===== src/rtl/instr_fetch.sv =====
// Instruction fetch stage: PC register, req/ready fetch from instruction memory, next-PC select on retire.
// Optional stall counter enabled by defining FETCH_STALL_COUNT_EN.
module instr_fetch #(
    parameter logic [31:0] RESET_PC = 32'h0000_0000
) (
    input  logic        clk,
    input  logic        rst_n,
    output logic        o_imem_req,
    output logic [31:0] o_imem_addr,
    input  logic        i_imem_ready,
    input  logic [31:0] i_imem_data,
    output logic [31:0] o_instr,
    output logic [5:0]  o_op_code,
    output logic        o_instr_valid,
    output logic [31:0] o_pc_out,
    output logic [31:0] o_pc_plus4_c,
    input  logic        i_retire,
    input  logic        i_branch,
    input  logic        i_jump,
    input  logic        i_zero
`ifdef FETCH_STALL_COUNT_EN
    ,
    output logic [15:0] o_stall_count
`endif
);

    localparam int unsigned XLEN = 32;
    localparam int unsigned OPW  = 6;

    typedef enum logic [1:0] {
        ST_IDLE = 2'd0,
        ST_REQ  = 2'd1,
        ST_HOLD = 2'd2
    } state_t;

    state_t            r_state;
    state_t            w_state_nxt;
    logic              r_imem_req;
    logic              w_imem_req_nxt;
    logic              r_instr_valid;
    logic              w_instr_valid_nxt;
    logic [XLEN-1:0]   r_instr;
    logic [XLEN-1:0]   w_instr_nxt;
    logic [XLEN-1:0]   r_pc;
    logic [XLEN-1:0]   w_pc_nxt;
    logic [XLEN-1:0]   w_pc_plus4;
    logic [XLEN-1:0]   w_branch_off;
    logic [XLEN-1:0]   w_next_pc;

    // Next-PC select: jump beats taken branch beats sequential
    always_comb begin
        w_pc_plus4   = r_pc + XLEN'(4);
        w_branch_off = {{14{r_instr[15]}}, r_instr[15:0], 2'b00};
        w_next_pc    = w_pc_plus4;
        if (i_jump) begin
            w_next_pc = {w_pc_plus4[31:28], r_instr[25:0], 2'b00};
        end else if (i_branch && i_zero) begin
            w_next_pc = w_pc_plus4 + w_branch_off;
        end
    end

    always_comb begin
        w_state_nxt = r_state;
        w_instr_nxt = r_instr;
        w_pc_nxt    = r_pc;
        case (r_state)
            ST_IDLE: w_state_nxt = ST_REQ;
            ST_REQ: begin
                if (i_imem_ready) begin
                    w_instr_nxt = i_imem_data;
                    w_state_nxt = ST_HOLD;
                end
            end
            ST_HOLD: begin
                if (i_retire) begin
                    w_pc_nxt    = w_next_pc;
                    w_state_nxt = ST_REQ;
                end
            end
            default: w_state_nxt = ST_IDLE;
        endcase
        // Handshake flags are registered copies of the next state
        w_imem_req_nxt    = (w_state_nxt == ST_REQ);
        w_instr_valid_nxt = (w_state_nxt == ST_HOLD);
    end

    always_ff @(posedge clk or negedge rst_n) begin
        if (!rst_n) begin
            r_state       <= ST_IDLE;
            r_imem_req    <= 1'b0;
            r_instr_valid <= 1'b0;
            r_instr       <= '0;
            r_pc          <= RESET_PC;
        end else begin
            r_state       <= w_state_nxt;
            r_imem_req    <= w_imem_req_nxt;
            r_instr_valid <= w_instr_valid_nxt;
            r_instr       <= w_instr_nxt;
            r_pc          <= w_pc_nxt;
        end
    end

`ifdef FETCH_STALL_COUNT_EN
    localparam int unsigned SCW = 16;

    logic [SCW-1:0] r_stall_count;

    // Saturating count of REQ cycles without a memory response
    always_ff @(posedge clk or negedge rst_n) begin
        if (!rst_n) begin
            r_stall_count <= '0;
        end else if ((r_state == ST_REQ) && !i_imem_ready && (r_stall_count != '1)) begin
            r_stall_count <= r_stall_count + SCW'(1);
        end
    end

    assign o_stall_count = r_stall_count;
`endif

    assign o_imem_req    = r_imem_req;
    assign o_imem_addr   = r_pc;
    assign o_instr       = r_instr;
    assign o_op_code     = r_instr[XLEN-1:XLEN-OPW];
    assign o_instr_valid = r_instr_valid;
    assign o_pc_out      = r_pc;
    assign o_pc_plus4_c  = w_pc_plus4;

endmodule


===== config.mk =====
export PLATFORM = sky130hd
export DESIGN_NAME = instr_fetch
export DESIGN_NICKNAME = d
export VERILOG_FILES = /design/src/rtl/instr_fetch.sv
export SDC_FILE = /design/constraint.sdc
export NUM_CORES = 1
export LEC_CHECK = 0
export ABC_AREA = 1
export ABC_CLOCK_PERIOD_IN_PS = 6480
export BUFFER_PORTS_ARGS = -buffer_cell sky130_fd_sc_hd__buf_2
export CELL_PAD_IN_SITES_DETAIL_PLACEMENT = 1
export CELL_PAD_IN_SITES_GLOBAL_PLACEMENT = 1
export CORE_ASPECT_RATIO = 1.5
export CORE_MARGIN = 4
export CORE_UTILIZATION = 41
export CTS_BUF_LIST = sky130_fd_sc_hd__clkbuf_8
export CTS_CLUSTER_DIAMETER = 80
export DETAILED_ROUTE_END_ITERATION = 16
export MAX_ROUTING_LAYER = met4
export PLACE_DENSITY = 0.92
export SLEW_MARGIN = 20
export SYNTH_ARGS = -nofsm -noshare
export SYNTH_HDL_FRONTEND = slang
export SYNTH_SLANG_ARGS = --single-unit

===== constraint.sdc =====
create_clock -name clk -period 6.48 [get_ports clk]
set_clock_uncertainty 0.1 [all_clocks]
set_input_delay 0.324 -clock clk [delete_from_list [all_inputs] [get_ports clk]]
set_output_delay 0.324 -clock clk [all_outputs]
set_load 0.01 [all_outputs]

Word-level counts from Yosys, hierarchy flattened
Index checks and enable logic that the tools add are counted.
{"block": "classes", "n_eq_ne": 4, "shift": 0, "multipliers": 0, "mux": 5, "n_reduce_logical": 4, "n_div": 0, "n_bitwise": 0, "order_cmp": 0, "n_addsub": 2}
{"cell": "2-to-1 mux 32 bit", "count": 2}
{"cell": "adder 32 x 3 -> 32 bit, second input constant", "count": 1}
{"cell": "adder 32 bit", "count": 1}
{"cell": "case mux 2 bit (3 select lines)", "count": 1}
{"cell": "equality test 2 x 1 -> 1 bit, second input constant", "count": 2}
{"cell": "equality test 2 bit, second input constant", "count": 2}
{"cell": "2-to-1 mux 2 bit", "count": 2}
{"cell": "AND reduction 2 bit", "count": 2}
{"cell": "logical NOT 2 bit", "count": 1}
{"cell": "logical AND 1 bit", "count": 1}
{"block": "word_totals", "n_memories": 0, "ram_bits": 0, "inputBits": 39, "elab_cells": 20, "out_inout_bits": 136, "latch_bits": 0, "register_bits": 68, "romBits": 0}

Logic depth before layout (Yosys ltp)
{"block": "logic_depth", "depth_word": 4, "mapped_depth": 25, "ltp_nobuf": 25}

Worst setup path after synthesis
Ideal clock, no wire load.
{"block": "synth_path", "path_type": "register to register", "start": "register r_pc[2], in the netlist o_imem_addr[2]", "end": "register r_pc[26], in the netlist o_imem_addr[26]", "required_time_ns": 6.263, "slack_ns": 3.530, "setup_time_ns": 0.117, "n_path_buf": 0, "arrival_ns": 2.732, "path_stages_with_launch": 20, "synth_period_minus_slack_ns": 2.950, "cell_sequence": "dfrtp_1 > ha_1 > nand2_1 > nor2_4 > nand3_2 > nor2_4 > nand2_2 > nor2_2 > nand2_1 > nand2_1 > inv_1 > ha_1 > nand2_1 > nor3_1 > and2_1 > nand3_1 > nand4_1 > nand3_1 > nand3_1 > nand2_1"}
{"block": "synth_between", "elab_chain_cells": 4}
{"element": "start: declaration", "line_no": "44", "source": "logic [XLEN-1:0] r_pc;"}
{"element": "start signal: assignment", "line_no": "99", "source": "r_pc <= w_pc_nxt;"}
{"element": "adder 32 x 3 -> 32 bit", "line_no": "52", "source": "w_pc_plus4 = r_pc + XLEN'(4);"}
{"element": "via o_pc_plus4_c[20]", "line_no": "16", "source": "output logic [31:0] o_pc_plus4_c,"}
{"element": "adder 32 bit", "line_no": "58", "source": "w_next_pc = w_pc_plus4 + w_branch_off;"}
{"element": "2-to-1 mux 32 bit", "line_no": "57", "source": "end else if (i_branch && i_zero) begin"}
{"element": "2-to-1 mux 32 bit", "line_no": "55", "source": "if (i_jump) begin"}
The timed path passes the listed nets, and every way through them passes these cells.
A chain may end at the register's enable or synchronous reset.

Worst setup path after layout
{"block": "layout_path", "start": "register r_pc[2], in the netlist o_imem_addr[2]", "end": "register r_pc[26], in the netlist o_imem_addr[26]"}
{"block": "layout_between", "elab_chain_cells": 4}
{"element": "adder 32 x 3 -> 32 bit (*)", "line_no": "52"}
{"element": "adder 32 bit", "line_no": "58"}
{"element": "2-to-1 mux 32 bit (*)", "line_no": "57"}
{"element": "2-to-1 mux 32 bit (*)", "line_no": "55"}
Every way passes the cells marked *; elsewhere a longest branch is shown, timed or not.

==> summary.md <==
| Metric | Value |
|---|---|
| CP Launch Type | `register` |
| Die height | `159 um` |
| Critical path's slowest cell | `xnor2_1` |
| Top post-synthesis cells by count | `295 x nand2_1, 148 x inv_1, 86 x nor2_1` |
| M1 GR Usage | `between 30% and 40%` |
| First-pass GRT wire length | `just over 40000 um` |
| Placed insts | `about 1300` |
| Fraction of registers with async set/reset | `100%` |
| Status | `completed` |
| TritonCTS Buffers | `9` |
| Top cells by area, synth | `dfrtp_1 26%, nand2_1 18%, inv_1 8.9%, ha_1 7.2%, nand3_1 5.3%` |
| Post-synth top area cell | `dfrtp_1` |
| Placed Area | `0.00704 mm^2` |
| Crit path DAT | `a little under 4000 ps` |
| Clock sink total | `66` |
| Hold Fails Final Rpt | `0` |
| Largest net degree at the start of global routing | `67` |
| Pleak | `4.11 nW` |
| Met3 global-route usage | `under 10%` |
| Via count | `~7200` |
| Path depth of the worst reg2reg path | `16` |
| Max incr delay on CP | `520 ps` |
| Final wirelength | `26300 um` |
| Area Overhead vs Synth | `15.6%` |
| Yosys top cell area share | `approximately a quarter` |
| Max Freq | `0.262 GHz` |
| Crit path kind | `reg2reg` |
| Post-cts sizing count | `0` |
| Fin. max-slew vios | `0` |
| Syn avg cell area | `6.53 um^2` |
| H-tree Lvls | `3` |
| CTS tree | `built` |
| Post-synth EDFFs | `0` |
| Final min period | `3820 ps` |
| Cts hold-fix bufs | `0` |
| Met2 Resource Use GR | `51.8%` |
| Antenna diode count | `0` |
| Number of global-route vias before repair | `about 7600` |
| Post-CTS setup buffer count | `0` |
| Wire length per cell | `20.3 um` |
| IO Pins | `175` |
| Worst-skew pair later-pin latency | `370 ps` |
| Final Non-Filler Cells | `1294` |
| Post-synth top flop | `dfrtp_1` |
| Router iterations before antenna repair | `5` |
| Critical Path Fanout Max | `6` |
| Hold slack final | `55.1 ps` |
| Drt first-iter violations | `~400` |
| Initial antenna violation count | `0` |
| Clock Tree Buf Depth | `2` |
| Grt total ovfl | `0` |
| Critical Path Sink Type | `register` |
| Dpl hpwl | `20600 um` |
| Fin Setup TNS | `0 ps` |
| Register area share after synthesis | `26.4%` |
| Initial Util | `41.6%` |
| Via density | `5.54` |
| Final nets | `1168` |
| DRC violations left | `0` |
| Power density cells | `654 mW/mm^2` |
| Yosys synthesis warning count | `0` |
| WP data required | `6630 ps` |
| Synthesized area | `0.00627 mm^2` |
| Synth Instances | `960` |
| Worst hold path type | `in2async` |
| Max VDD drop | `0.000303 V` |
| Total power | `4.74 mW` |
| RSZ-0062 raised after global routing | `false` |
| Root buf cell | `clkbuf_8` |
| Worst-path clk slew | `80 ps` |
| MaxCap Viol Count | `0` |
| Library cells used by synthesis | `40` |
| Die ar. | `roughly 0.017 mm^2` |
| Most frequent cell after synthesis | `nand2_1` |
| Setup violators final | `0` |
| Share of layout cells above drive strength 1 | `approximately a fifth` |
| Global routing's busiest layer | `met2` |
| Post-DRT Antenna Nets | `0` |
| Cell mode on critical path | `nand3_1` |
| Design area | `0.00725 mm^2` |
| Crit-path cells | `ha_1 > nand2_1 > nor2_4 > nand3_2 > nor2_4 > nand2_2 > xnor2_1 > ha_1 > inv_1 > nor3_1 > and2_1 > nand3_1 > nand4_1 > nand3_1 > nand3_1 > nand2_1` |
| Cell row count | `55` |
| Worst-Margin Slew | `1060 ps` |
| Number of synthesized register bits | `66` |
| Total Routing Usage GR | `a little under a third` |
| CORE AREA | `0.0151 mm^2` |
| Chip width | `109 um` |
| Slew HR | `29.4%` |
| Final worst-path cycle share | `between 50% and 60%` |
| Port Buf Inserts | `168` |
| Final RePlAce weighted congestion | `0.963` |
## report_power, final
group	total (mW)	leakage, nW	switching, mW	internal (mW)
registers	0.956	0.781	0.341	0.615
clock network	0.394	0.109	0.173	0.221
logic	3.39	3.22	2.22	1.17
total	4.74	4.11	2.73	2.01
## flip-flops by register name, indices dropped and copies added, names as in the netlist
name           flops
o_instr           32
o_imem_addr       30
r_state            2
o_imem_req         1
o_instr_valid      1
## critical path, delay by kind of cell (launching register included)
| kind | cells | cell delay (ps) |
|---|---|---|
| and+or+nand+nor | 12 | 1970 |
| buffers and inverters | 1 | 60 |
| adders and majority gates | 2 | 590 |
| xor gates and xnor gates | 1 | 520 |
| DFF | 1 | 450 |
## per-stage QoR
stage          setup slack (ps)  utilization [%]
5_1_grt                    2480             48.1
4_1_cts                    2710             48.1
3_5_place_dp               2760             46.7
2_1_floorplan              3530                -
6_report                   2660             48.1
3_3_place_gp               2940             46.7
## logic make-up (layout without fill, tap and decap cells)
logic type / Yosys count / in the layout / synth area share (%)
AO/OA/AOI/OAI: 103 / 103 / 9.22
XOR/XNOR: 27 / 27 / 3.77
adder cells (fa/ha/maj): 37 / 37 / 7.51
buffers and inverters: 206 / 336 / 15.0
flip-flops: 66 / 66 / 26.4
multiplexers: 29 / 29 / 5.21
other: 1 / 6 / 0.0598
AND/OR/NAND/NOR: 491 / 491 / 32.9
## layout make-up
cell class                      instances  area [um^2]
Fill cell                            2084         7830
Multi-Input combinational cell        693         3700
Sequential cell                        66         1650
Timing Repair Buffer                  173          878
Inverter                              149          559
Tap cell                              199          249
Clock buffer                           10          138
Clock inverter                          4         68.8
## metal layers
metal / vias to the layer above / part of all wire, %
met3: 138 / 6.4
met2: 365 / 50
met1: 3420 / 35
li1: 3240 / -
met4: 0 / 8.3
met5: - / 0
## worst paths after layout
path	startpoint	slack, ps	end
setup / recovery	o_imem_addr[2]	2660	o_imem_addr[26]
hold / removal	rst_n	60	o_instr[17]
setup reg to reg	o_imem_addr[2]	2660	o_imem_addr[26]
hold reg to reg	o_instr[26]	430	o_instr[26]
max in group asynchronous	rst_n	5630	o_imem_addr[7]
min in group clk	i_imem_data[19]	90	o_instr[19]
## cells in the final DEF, fill, tap and decap left out, types with 2 or more instances in the layout
master	count
and2_1	3
nor2_4	2
nand3b_1	4
nand4_1	13
buf_4	5
nor2_1	86
clkbuf_8	10
a21oi_1	48
xnor2_1	4
bufinv_16	2
inv_1	149
nand3_1	65
conb_1	6
ha_1	36
o22ai_1	2
nand2_1	295
a21o_1	2
mux2_2	29
o31ai_1	2
o211ai_1	2
nand3_2	3
buf_2	168
dfrtp_1	66
xor2_1	23
o21ai_0	29
a21boi_1	2
nand2_2	7
a21boi_0	2
o21ai_1	2
nor3_1	8
a32oi_1	2
o21bai_1	6
nor2_2	3
Power figures use the tool's default switching activity.
